==> config.mk <==
export PLATFORM = sky130hd
export DESIGN_NAME = mips_instr_encoder_flat
export DESIGN_NICKNAME = d
export VERILOG_FILES = /design/src/rtl/mips_instr_encoder_if.sv /design/src/rtl/mips_instr_encoder.sv /design/src/flat_wrapper.sv
export SDC_FILE = /design/constraint.sdc
export NUM_CORES = 1
export LEC_CHECK = 0
export ABC_CLOCK_PERIOD_IN_PS = 2000
export CAP_MARGIN = 15
export CORE_MARGIN = 8
export CORE_UTILIZATION = 39
export DETAILED_ROUTE_END_ITERATION = 10
export PLACE_DENSITY = 0.77
export SLEW_MARGIN = 25
export SYNTH_ARGS = -nofsm -noshare
export SYNTH_HDL_FRONTEND = slang
export SYNTH_SLANG_ARGS = --single-unit
==> constraint.sdc <==
create_clock -name clk -period 2 [get_ports clk]
set_clock_uncertainty 0.1 [all_clocks]
set_input_delay 0.3 -clock clk [delete_from_list [all_inputs] [get_ports clk]]
set_output_delay 0.3 -clock clk [all_outputs]
set_load 0.01 [all_outputs]
==> src/rtl/mips_instr_encoder_if.sv <==
// Field-bundle input handshake and instruction-memory write bus for the encoder.
interface mips_instr_encoder_if;
  // Field bundle handshake
  logic        in_valid;
  logic        in_ready;
  logic        in_last;
  logic [5:0]  OP;
  logic [5:0]  funct;
  logic [4:0]  rs;
  logic [4:0]  rt;
  logic [4:0]  rd;
  logic [4:0]  shamt;
  logic [15:0] imm;
  logic [25:0] target;
  // Instruction memory write port
  logic        mem_we;
  logic [31:0] mem_addr;
  logic [31:0] mem_wdata;

  // Bundle source / memory sink side
  modport master (
    output in_valid, in_last, OP, funct, rs, rt, rd, shamt, imm, target,
    input  in_ready, mem_we, mem_addr, mem_wdata
  );

  // Encoder side
  modport slave (
    input  in_valid, in_last, OP, funct, rs, rt, rd, shamt, imm, target,
    output in_ready, mem_we, mem_addr, mem_wdata
  );
endinterface

==> src/rtl/mips_instr_encoder.sv <==
// MIPS program loader: encodes R/I/J field bundles into 32-bit words and writes them to
// instruction memory at consecutive word addresses starting at BASE_ADDR.
module mips_instr_encoder #(
  parameter int unsigned DEPTH     = 64,
  parameter logic [31:0] BASE_ADDR = 32'h0040_0000
) (
  input  logic                  clk,
  input  logic                  reset,
  input  logic                  start,
  mips_instr_encoder_if.slave   bus,
  output logic                  busy,
  output logic                  done,
  output logic [7:0]            illegal_cnt
);

  localparam int CntW = $clog2(DEPTH + 1);

  // FLUSH is the trailing cycle in which the final word is being written
  localparam logic [1:0] IDLE  = 2'd0;
  localparam logic [1:0] LOAD  = 2'd1;
  localparam logic [1:0] FLUSH = 2'd2;
  localparam logic [1:0] DONE  = 2'd3;

  logic [1:0]      state_q, state_d;
  logic            we_q;
  logic [31:0]     addr_q;
  logic [31:0]     wdata_q;
  logic [CntW-1:0] cnt_q;
  logic [7:0]      ill_q;

  logic            accept;
  logic            legal;
  logic            depth_hit;
  logic            restart;
  logic [31:0]     word;

  assign bus.in_ready  = (state_q == LOAD);
  assign bus.mem_we    = we_q;
  assign bus.mem_addr  = addr_q;
  assign bus.mem_wdata = wdata_q;
  assign busy          = (state_q == LOAD) || (state_q == FLUSH);
  assign done          = (state_q == DONE);
  assign illegal_cnt   = ill_q;

  assign accept    = bus.in_valid & bus.in_ready;
  assign depth_hit = (cnt_q == CntW'(DEPTH - 1));
  assign restart   = start && ((state_q == IDLE) || (state_q == DONE));

  // Opcode legality and field packing by instruction format
  always_comb begin
    legal = 1'b0;
    word  = {bus.OP, bus.rs, bus.rt, bus.imm};
    unique case (bus.OP)
      6'h00: begin
        legal = 1'b1;
        word  = {bus.OP, bus.rs, bus.rt, bus.rd, bus.shamt, bus.funct};
      end
      6'h02, 6'h03: begin
        legal = 1'b1;
        word  = {bus.OP, bus.target};
      end
      6'h08, 6'h0d, 6'h0f, 6'h0c, 6'h23, 6'h2b, 6'h04, 6'h05: legal = 1'b1;
      default: legal = 1'b0;
    endcase
  end

  // Session state transitions
  always_comb begin
    state_d = state_q;
    case (state_q)
      IDLE:  if (start) state_d = LOAD;
      LOAD: begin
        if (accept) begin
          if (legal && (bus.in_last || depth_hit)) state_d = FLUSH;
          else if (!legal && bus.in_last)          state_d = DONE;
        end
      end
      FLUSH: state_d = DONE;
      DONE:  if (start) state_d = LOAD;
      default: state_d = IDLE;
    endcase
  end

  // State, write strobe, address/counter bookkeeping
  always_ff @(posedge clk) begin
    if (reset) begin
      state_q <= IDLE;
      we_q    <= 1'b0;
      addr_q  <= BASE_ADDR;
      wdata_q <= 32'd0;
      cnt_q   <= '0;
      ill_q   <= 8'd0;
    end else begin
      state_q <= state_d;
      we_q    <= accept & legal;
      if (accept && legal) begin
        wdata_q <= word;
        cnt_q   <= cnt_q + CntW'(1);
      end
      if (accept && !legal && (ill_q != 8'hff)) ill_q <= ill_q + 8'd1;
      // Address points at the word being written during the strobe, then moves on
      if (we_q) addr_q <= addr_q + 32'd4;
      // No write can be pending in IDLE/DONE, so clearing here never races the increment
      if (restart) begin
        addr_q <= BASE_ADDR;
        cnt_q  <= '0;
        ill_q  <= 8'd0;
      end
    end
  end

endmodule

==> src/flat_wrapper.sv <==
// flat-port wrapper written by rule: the top's interface ports become plain ports
module mips_instr_encoder_flat 
#(
  parameter int unsigned DEPTH     = 64,
  parameter logic [31:0] BASE_ADDR = 32'h0040_0000
)
  (clk, reset, start, busy, done, illegal_cnt, bus_in_valid, bus_in_last, bus_OP, bus_funct, bus_rs, bus_rt, bus_rd, bus_shamt, bus_imm, bus_target, bus_in_ready, bus_mem_we, bus_mem_addr, bus_mem_wdata);
  mips_instr_encoder_if bus_i ();
  input  logic clk;
  input  logic reset;
  input  logic start;
  output logic busy;
  output logic done;
  output logic [7:0] illegal_cnt;
  input wire logic [$bits(bus_i.in_valid)-1:0] bus_in_valid;
  input wire logic [$bits(bus_i.in_last)-1:0] bus_in_last;
  input wire logic [$bits(bus_i.OP)-1:0] bus_OP;
  input wire logic [$bits(bus_i.funct)-1:0] bus_funct;
  input wire logic [$bits(bus_i.rs)-1:0] bus_rs;
  input wire logic [$bits(bus_i.rt)-1:0] bus_rt;
  input wire logic [$bits(bus_i.rd)-1:0] bus_rd;
  input wire logic [$bits(bus_i.shamt)-1:0] bus_shamt;
  input wire logic [$bits(bus_i.imm)-1:0] bus_imm;
  input wire logic [$bits(bus_i.target)-1:0] bus_target;
  output wire logic [$bits(bus_i.in_ready)-1:0] bus_in_ready;
  output wire logic [$bits(bus_i.mem_we)-1:0] bus_mem_we;
  output wire logic [$bits(bus_i.mem_addr)-1:0] bus_mem_addr;
  output wire logic [$bits(bus_i.mem_wdata)-1:0] bus_mem_wdata;
  assign bus_i.in_valid = bus_in_valid;
  assign bus_i.in_last = bus_in_last;
  assign bus_i.OP = bus_OP;
  assign bus_i.funct = bus_funct;
  assign bus_i.rs = bus_rs;
  assign bus_i.rt = bus_rt;
  assign bus_i.rd = bus_rd;
  assign bus_i.shamt = bus_shamt;
  assign bus_i.imm = bus_imm;
  assign bus_i.target = bus_target;
  assign bus_in_ready = bus_i.in_ready;
  assign bus_mem_we = bus_i.mem_we;
  assign bus_mem_addr = bus_i.mem_addr;
  assign bus_mem_wdata = bus_i.mem_wdata;
  mips_instr_encoder #(.DEPTH(DEPTH), .BASE_ADDR(BASE_ADDR)) u_core (.clk(clk), .reset(reset), .start(start), .bus(bus_i), .busy(busy), .done(done), .illegal_cnt(illegal_cnt));
endmodule
==> results.toml, run 1 <==
[run_status]
status = "finished clean"

[clocking]
clockRootBuffer = "clkbuf_8"
cts.sinks = 80
cts_tree = "yes"
clk_pin_slew_ns = 0.09
worstSkewPairLatency_ns = 0.35
cts_hold_buffers = 0
clockBufferDepth = 2
htreeDepth = 3
cts_buffers = 9

[routing]
viasPerCell = 5.35
wl_per_cell_um = 16.1
first_iter_violations = 197
via_count = 4235
drc = 0
drt_first_pass_iters = 5
ant_nets = 0
routed_wirelength_um = 12700

[global_route]
grt_pass1_vias = 4226
grt_max_degree = 41
grt_antenna_before_repair = 0
grt_use_total_pct = 18.1
gr-total-overflow = 0
grt_pass1_wl_um = 19200

[final_layout]
n_antenna_cell = 0
instances_no_fill = 791
drive_above_1_share_pct = 15.8
syn2layout_area_growth_pct = 61.3
layout.nets = 738

[yosys]
synth_seq_area_share_pct = 42.3
yosysWarnings = 0
async_flop_share_pct = 0
synthFlopType = "dfxtp_1"
ys_ff_latch = 80
netlist-cell-type-count = 45
synth_edf_count = 0
synth_area_um2 = 3790
syn_area_per_cell_um2 = 8.19
syn_inst = 463

[die]
die_area_um2 = 13100
rows = 36
dieWidth_um = 115
initial_utilization_pct = 39.5
die_h_um = 115
ios = 155
coreArea_um2 = 9590

[power_and_ir_drop]
p_seq_share_pct = 45.7
netSwitchingPower_mw = 1.03
power_leakage_nw = 2.18
clkPwrFrac_pct = 31.6
internal-power_mw = 2.67
power_frac_comb_pct = 22.7
swShare_pct = 28.0
power.density_nw_per_um2 = 605
ir_drop_mv = 0.357

[placed_design]
dp_cells = 770
port_buffers = 152
gp_congestion = 0.808
place.detailed.hpwl_um = 9610

[sta]
setup_viol = 0
max_freq_mhz = 512
fin_crit_sh_pct = 97.6
finalHoldWorstSlack_ns = 0.242
fin_tns_setup_ns = 0
report.final.slew_viol_count = 0
rsz0062_at_grt = "false"
period_minus_slack_ns = 1.95
hold_violations = 0

[critical_path]
crit_fanout = 4
crit_type = "reg -> reg"
arrival_ns = 2.12
startpoint_type = "register"
required_ns = 2.16
cp-end-kind = "register"

[worst_hold_path]
hp-class = "in -> reg"

[job]
maxCapViolations = 0
[area by class of cell]
type | count | area [um^2]
inverters | 13 | 48.8
clock buffers | 11 | 131
multi-input cells | 340 | 2070
repair buffers | 209 | 2030
fillers | 813 | 3480
well taps | 133 | 166
flip-flops and latches | 80 | 1610
clock inverters | 5 | 57.6
[stage by stage]
| step | total power [mW] | util [%] | instance area, um^2 | setup slack, ns |
|---|---|---|---|---|
| 5_1_grt | 3.87 | 63.7 | 6110 | 0.000921 |
| 3_5_place_dp | 2.56 | 60.6 | 5810 | -0.393 |
| 4_1_cts | 3.70 | 62.8 | 6030 | -0.00370 |
| 2_1_floorplan | 2.07 | - | 3800 | 0.00640 |
| 6_report | 3.70 | 63.7 | 6110 | 0.0482 |
| 3_3_place_gp | 2.54 | 60.6 | 5810 | -0.287 |
[cells in the final DEF (no fill, tap or decap), drive strengths merged, types with 7 or more instances in the layout]
cell and count:
a21oi 30, a311oi 26, a32oi 16, buf 56, clkbuf 12, clkdlybuf4s50 145
dfxtp 80, inv 13, nand2 63, nand3 19, nand4 13, nor2 56
nor3 7, o21ai 16, or3 13, xnor2 12, xor2 8
[what timing repair did]
action,4_1_cts,5_1_grt
cloned,0,3
buffers inserted,0,2
gates resized for setup,13,13
hold endpoints to repair,0,0
setup endpoints to repair,7,40
pin swaps,0,5
[registers in the layout, indices dropped and copies added, names as in the netlist]
signal / cells
u_core.cnt_q: 7
u_core.bus.mem_wdata: 32
u_core.bus.mem_addr: 30
u_core.state_q: 2
u_core.bus.mem_we: 1
u_core.illegal_cnt: 8
[cell families after synthesis]
kind of cell	count (synthesis)	share of synthesized area, %
AO/OA/AOI/OAI	105	19.5
XOR/XNOR	20	4.62
adder cells (fa/ha/maj)	6	1.98
buffers and inverters	44	4.69
flip-flops	80	42.3
multiplexers	2	0.528
other	1	0.0989
AND/OR/NAND/NOR	205	26.3
[worst paths after layout]
check / end / slack, ns / from / cells after the start
worst max register to register: u_core.bus.mem_addr[28] / 0.05 / u_core.bus.mem_addr[10] / 5
worst max-delay path: u_core.bus.mem_addr[28] / 0.05 / u_core.bus.mem_addr[10] / 5
worst min-delay path: u_core.bus.mem_wdata[28] / 0.24 / bus_OP[2] / 3
worst min register to register: u_core.bus.mem_wdata[29] / 0.37 / u_core.bus.mem_wdata[29] / 2
[worst max-delay path, stage by stage, from the launching register on]
cell     delay (ns)
dfxtp_2        0.36
and4_4         0.24
nand4_1        0.15
or2_4          0.30
or4_1          0.51
a21oi_1        0.19
[per-layer routing]
layer	track usage [%]	part of all wire, %	up-vias
met4	6.30	1.1	0
met2	31.8	49	189
met1	18.0	39	1974
met5	0	0	-
met3	8.97	12	14
li1	-	-	2058
[power groups by stage]
stage / logic, mW / registers (mW) / clock network [mW]
2_1_floorplan: 0.335 / 1.73 / 0
3_3_place_gp: 0.818 / 1.72 / 0
3_5_place_dp: 0.835 / 1.72 / 0
4_1_cts: 0.822 / 1.69 / 1.19
5_1_grt: 0.918 / 1.70 / 1.26
6_report: 0.841 / 1.69 / 1.17
[synth_stat cells, drive strengths merged (2+ instances only)]
cell type | n | area (um^2)
nand2 | 63 | 236
or4 | 5 | 37.5
and2 | 2 | 12.5
clkbuf | 26 | 98.8
ha | 6 | 75.1
nor2 | 56 | 210
nand4 | 13 | 81.3
a21oi | 30 | 150
o31ai | 5 | 37.5
a31o | 3 | 26.3
xnor2 | 12 | 105
and3 | 5 | 32.5
nor3 | 7 | 35.0
and4 | 6 | 52.6
inv | 13 | 48.8
or3 | 13 | 82.6
or2 | 4 | 25.0
xor2 | 8 | 70.1
dfxtp | 80 | 1600
o21ai | 16 | 80.1
a32oi | 16 | 140
mux2i | 2 | 20.0
o211ai | 2 | 15.0
nand2b | 3 | 18.8
nand3 | 19 | 100
nor4 | 6 | 43.8
a311oi | 26 | 228
buf | 5 | 30.0
Power figures use the tool's default switching activity.
==> run 2, diff against run 1 <==
Settings changed: CTS_BUF_LIST set to sky130_fd_sc_hd__clkbuf_16.
==> results.toml, run 2 (synthesis gave the netlist of run 1 again) <==
[critical_path]
startpoint_type = "register"
timing.rr.start = "u_core.bus.mem_addr[20]"
crit_type = "reg -> out"
crit_fanout = 3
rr_endpoint = "u_core.bus.mem_addr[28]"
regToRegSetupSlack_ns = 0.07
required_ns = 1.60
cp-end-kind = "output pin"
r2r_cells = 5
arrival_ns = 1.54

[run_status]
status = "finished clean"

[routing]
via_count = 4216
drc = 0
drt_first_pass_iters = 4
wl_per_cell_um = 16.0
first_iter_violations = 201
routed_wirelength_um = 12600
viasPerCell = 5.34
ant_nets = 0

[worst_hold_path]
hp-class = "in -> reg"
whs_path_depth = 4
hold_path_startpoint = "bus_OP[3]"
holdPathEnd = "u_core.bus.mem_wdata[29]"

[final_layout]
instances_no_fill = 790
utilization_pct = 64.8
layout.nets = 737
largest_register_ffs = 32
drive_above_1_share_pct = 15.5
n_antenna_cell = 0
syn2layout_area_growth_pct = 64.1
mostFrequentLayoutCells = "clkdlybuf4s50_1, dfxtp_1, nand2_1"
layout_commonest_cell = "clkdlybuf4s50_1"

[clocking]
clockRootBuffer = "clkbuf_16"
htreeDepth = 3
clockBufferDepth = 2
cts_tree = "yes"
cts_buffers = 9
cts.sinks = 80
worstSkewPairLatency_ns = 0.33
clk_pin_slew_ns = 0.06
cts_hold_buffers = 0

[sta]
layout_setup_ws_ns = 0.0595
hold_violations = 0
report.final.slew_viol_count = 0
setup_viol = 0
finalHoldWorstSlack_ns = 0.328
max_freq_mhz = 515
fin_crit_sh_pct = 97.0
period_minus_slack_ns = 1.94

[global_route]
grt_pass1_vias = 4292
grt_use_total_pct = 18.4
grt_antenna_before_repair = 0
grt_pass1_wl_um = 19500
grt_max_degree = 41
gr-total-overflow = 0

[power_and_ir_drop]
power.density_nw_per_um2 = 664
total_power_mw = 4.13
ir_drop_mv = 0.394
power_leakage_nw = 2.21

[placed_design]
place_ws_ns = -0.393
gp_congestion = 0.808
port_buffers = 152
dp_cells = 770
place.detailed.hpwl_um = 9610

[die]
ios = 155
die_area_um2 = 13100
initial_utilization_pct = 39.5
die_h_um = 115
rows = 36
coreArea_um2 = 9590
dieWidth_um = 115

[job]
maxCapViolations = 0
-- run 2: report_power, final --
part           internal, mW  switching, mW
sequential             1.65         0.0421
clock                 0.955          0.634
combinational         0.450          0.398
total                  3.05           1.07
-- run 2: worst max path at each step --
stage	startpoint	endpoint	slack, ns	depth (start not counted)
CTS	u_core.bus.mem_addr[15]	u_core.bus.mem_addr[28]	0.003	5
global placement	bus_OP[5]	u_core.cnt_q[5]	-0.29	7
floorplan	u_core.bus.mem_we	u_core.bus.mem_addr[29]	0.006	5
global route	u_core.state_q[1]	u_core.bus.mem_wdata[3]	-0.03	9
detailed placement	bus_OP[2]	u_core.bus.mem_wdata[22]	-0.39	8
finish	u_core.state_q[1]	bus_in_ready	0.06	4
-- run 2: cell type report --
cell class                 count  area [um^2]
fill                         804         3380
multi-input combinational    340         2070
timing repair buffer         208         2040
sequential                    80         1610
clock buffer                   9          225
tap                          133          166
clock inverter                 7         65.1
inverter                      13         48.8
-- run 2: timing repair --
action,in CTS,in global routing
gates resized for setup,15,11
pin swaps,1,6
cloned,1,2
buffers inserted,1,0
endpoints found under the setup margin,33,39
-- run 2: worst max-delay path: stages, from the launching register on --
cell and delay, ns:
dfxtp_1 0.33, inv_2 0.06, ha_2 0.17, buf_4 0.12, clkdlybuf4s50_1 0.53
-- run 2: per-stage QoR --
stage | setup TNS (ns) | instance area (um^2)
2_1_floorplan | 0 | 3800
3_3_place_gp | -11.53 | 5810
3_5_place_dp | -15.03 | 5810
4_1_cts | 0 | 6140
5_1_grt | -0.279 | 6220
6_report | 0 | 6220
-- run 2: routing by layer --
layer | global-route usage (%) | wire length [um]
met3 | 9.12 | 1400
met2 | 32.5 | 6170
met5 | 0 | 0
met4 | 5.50 | 131
met1 | 18.5 | 4910
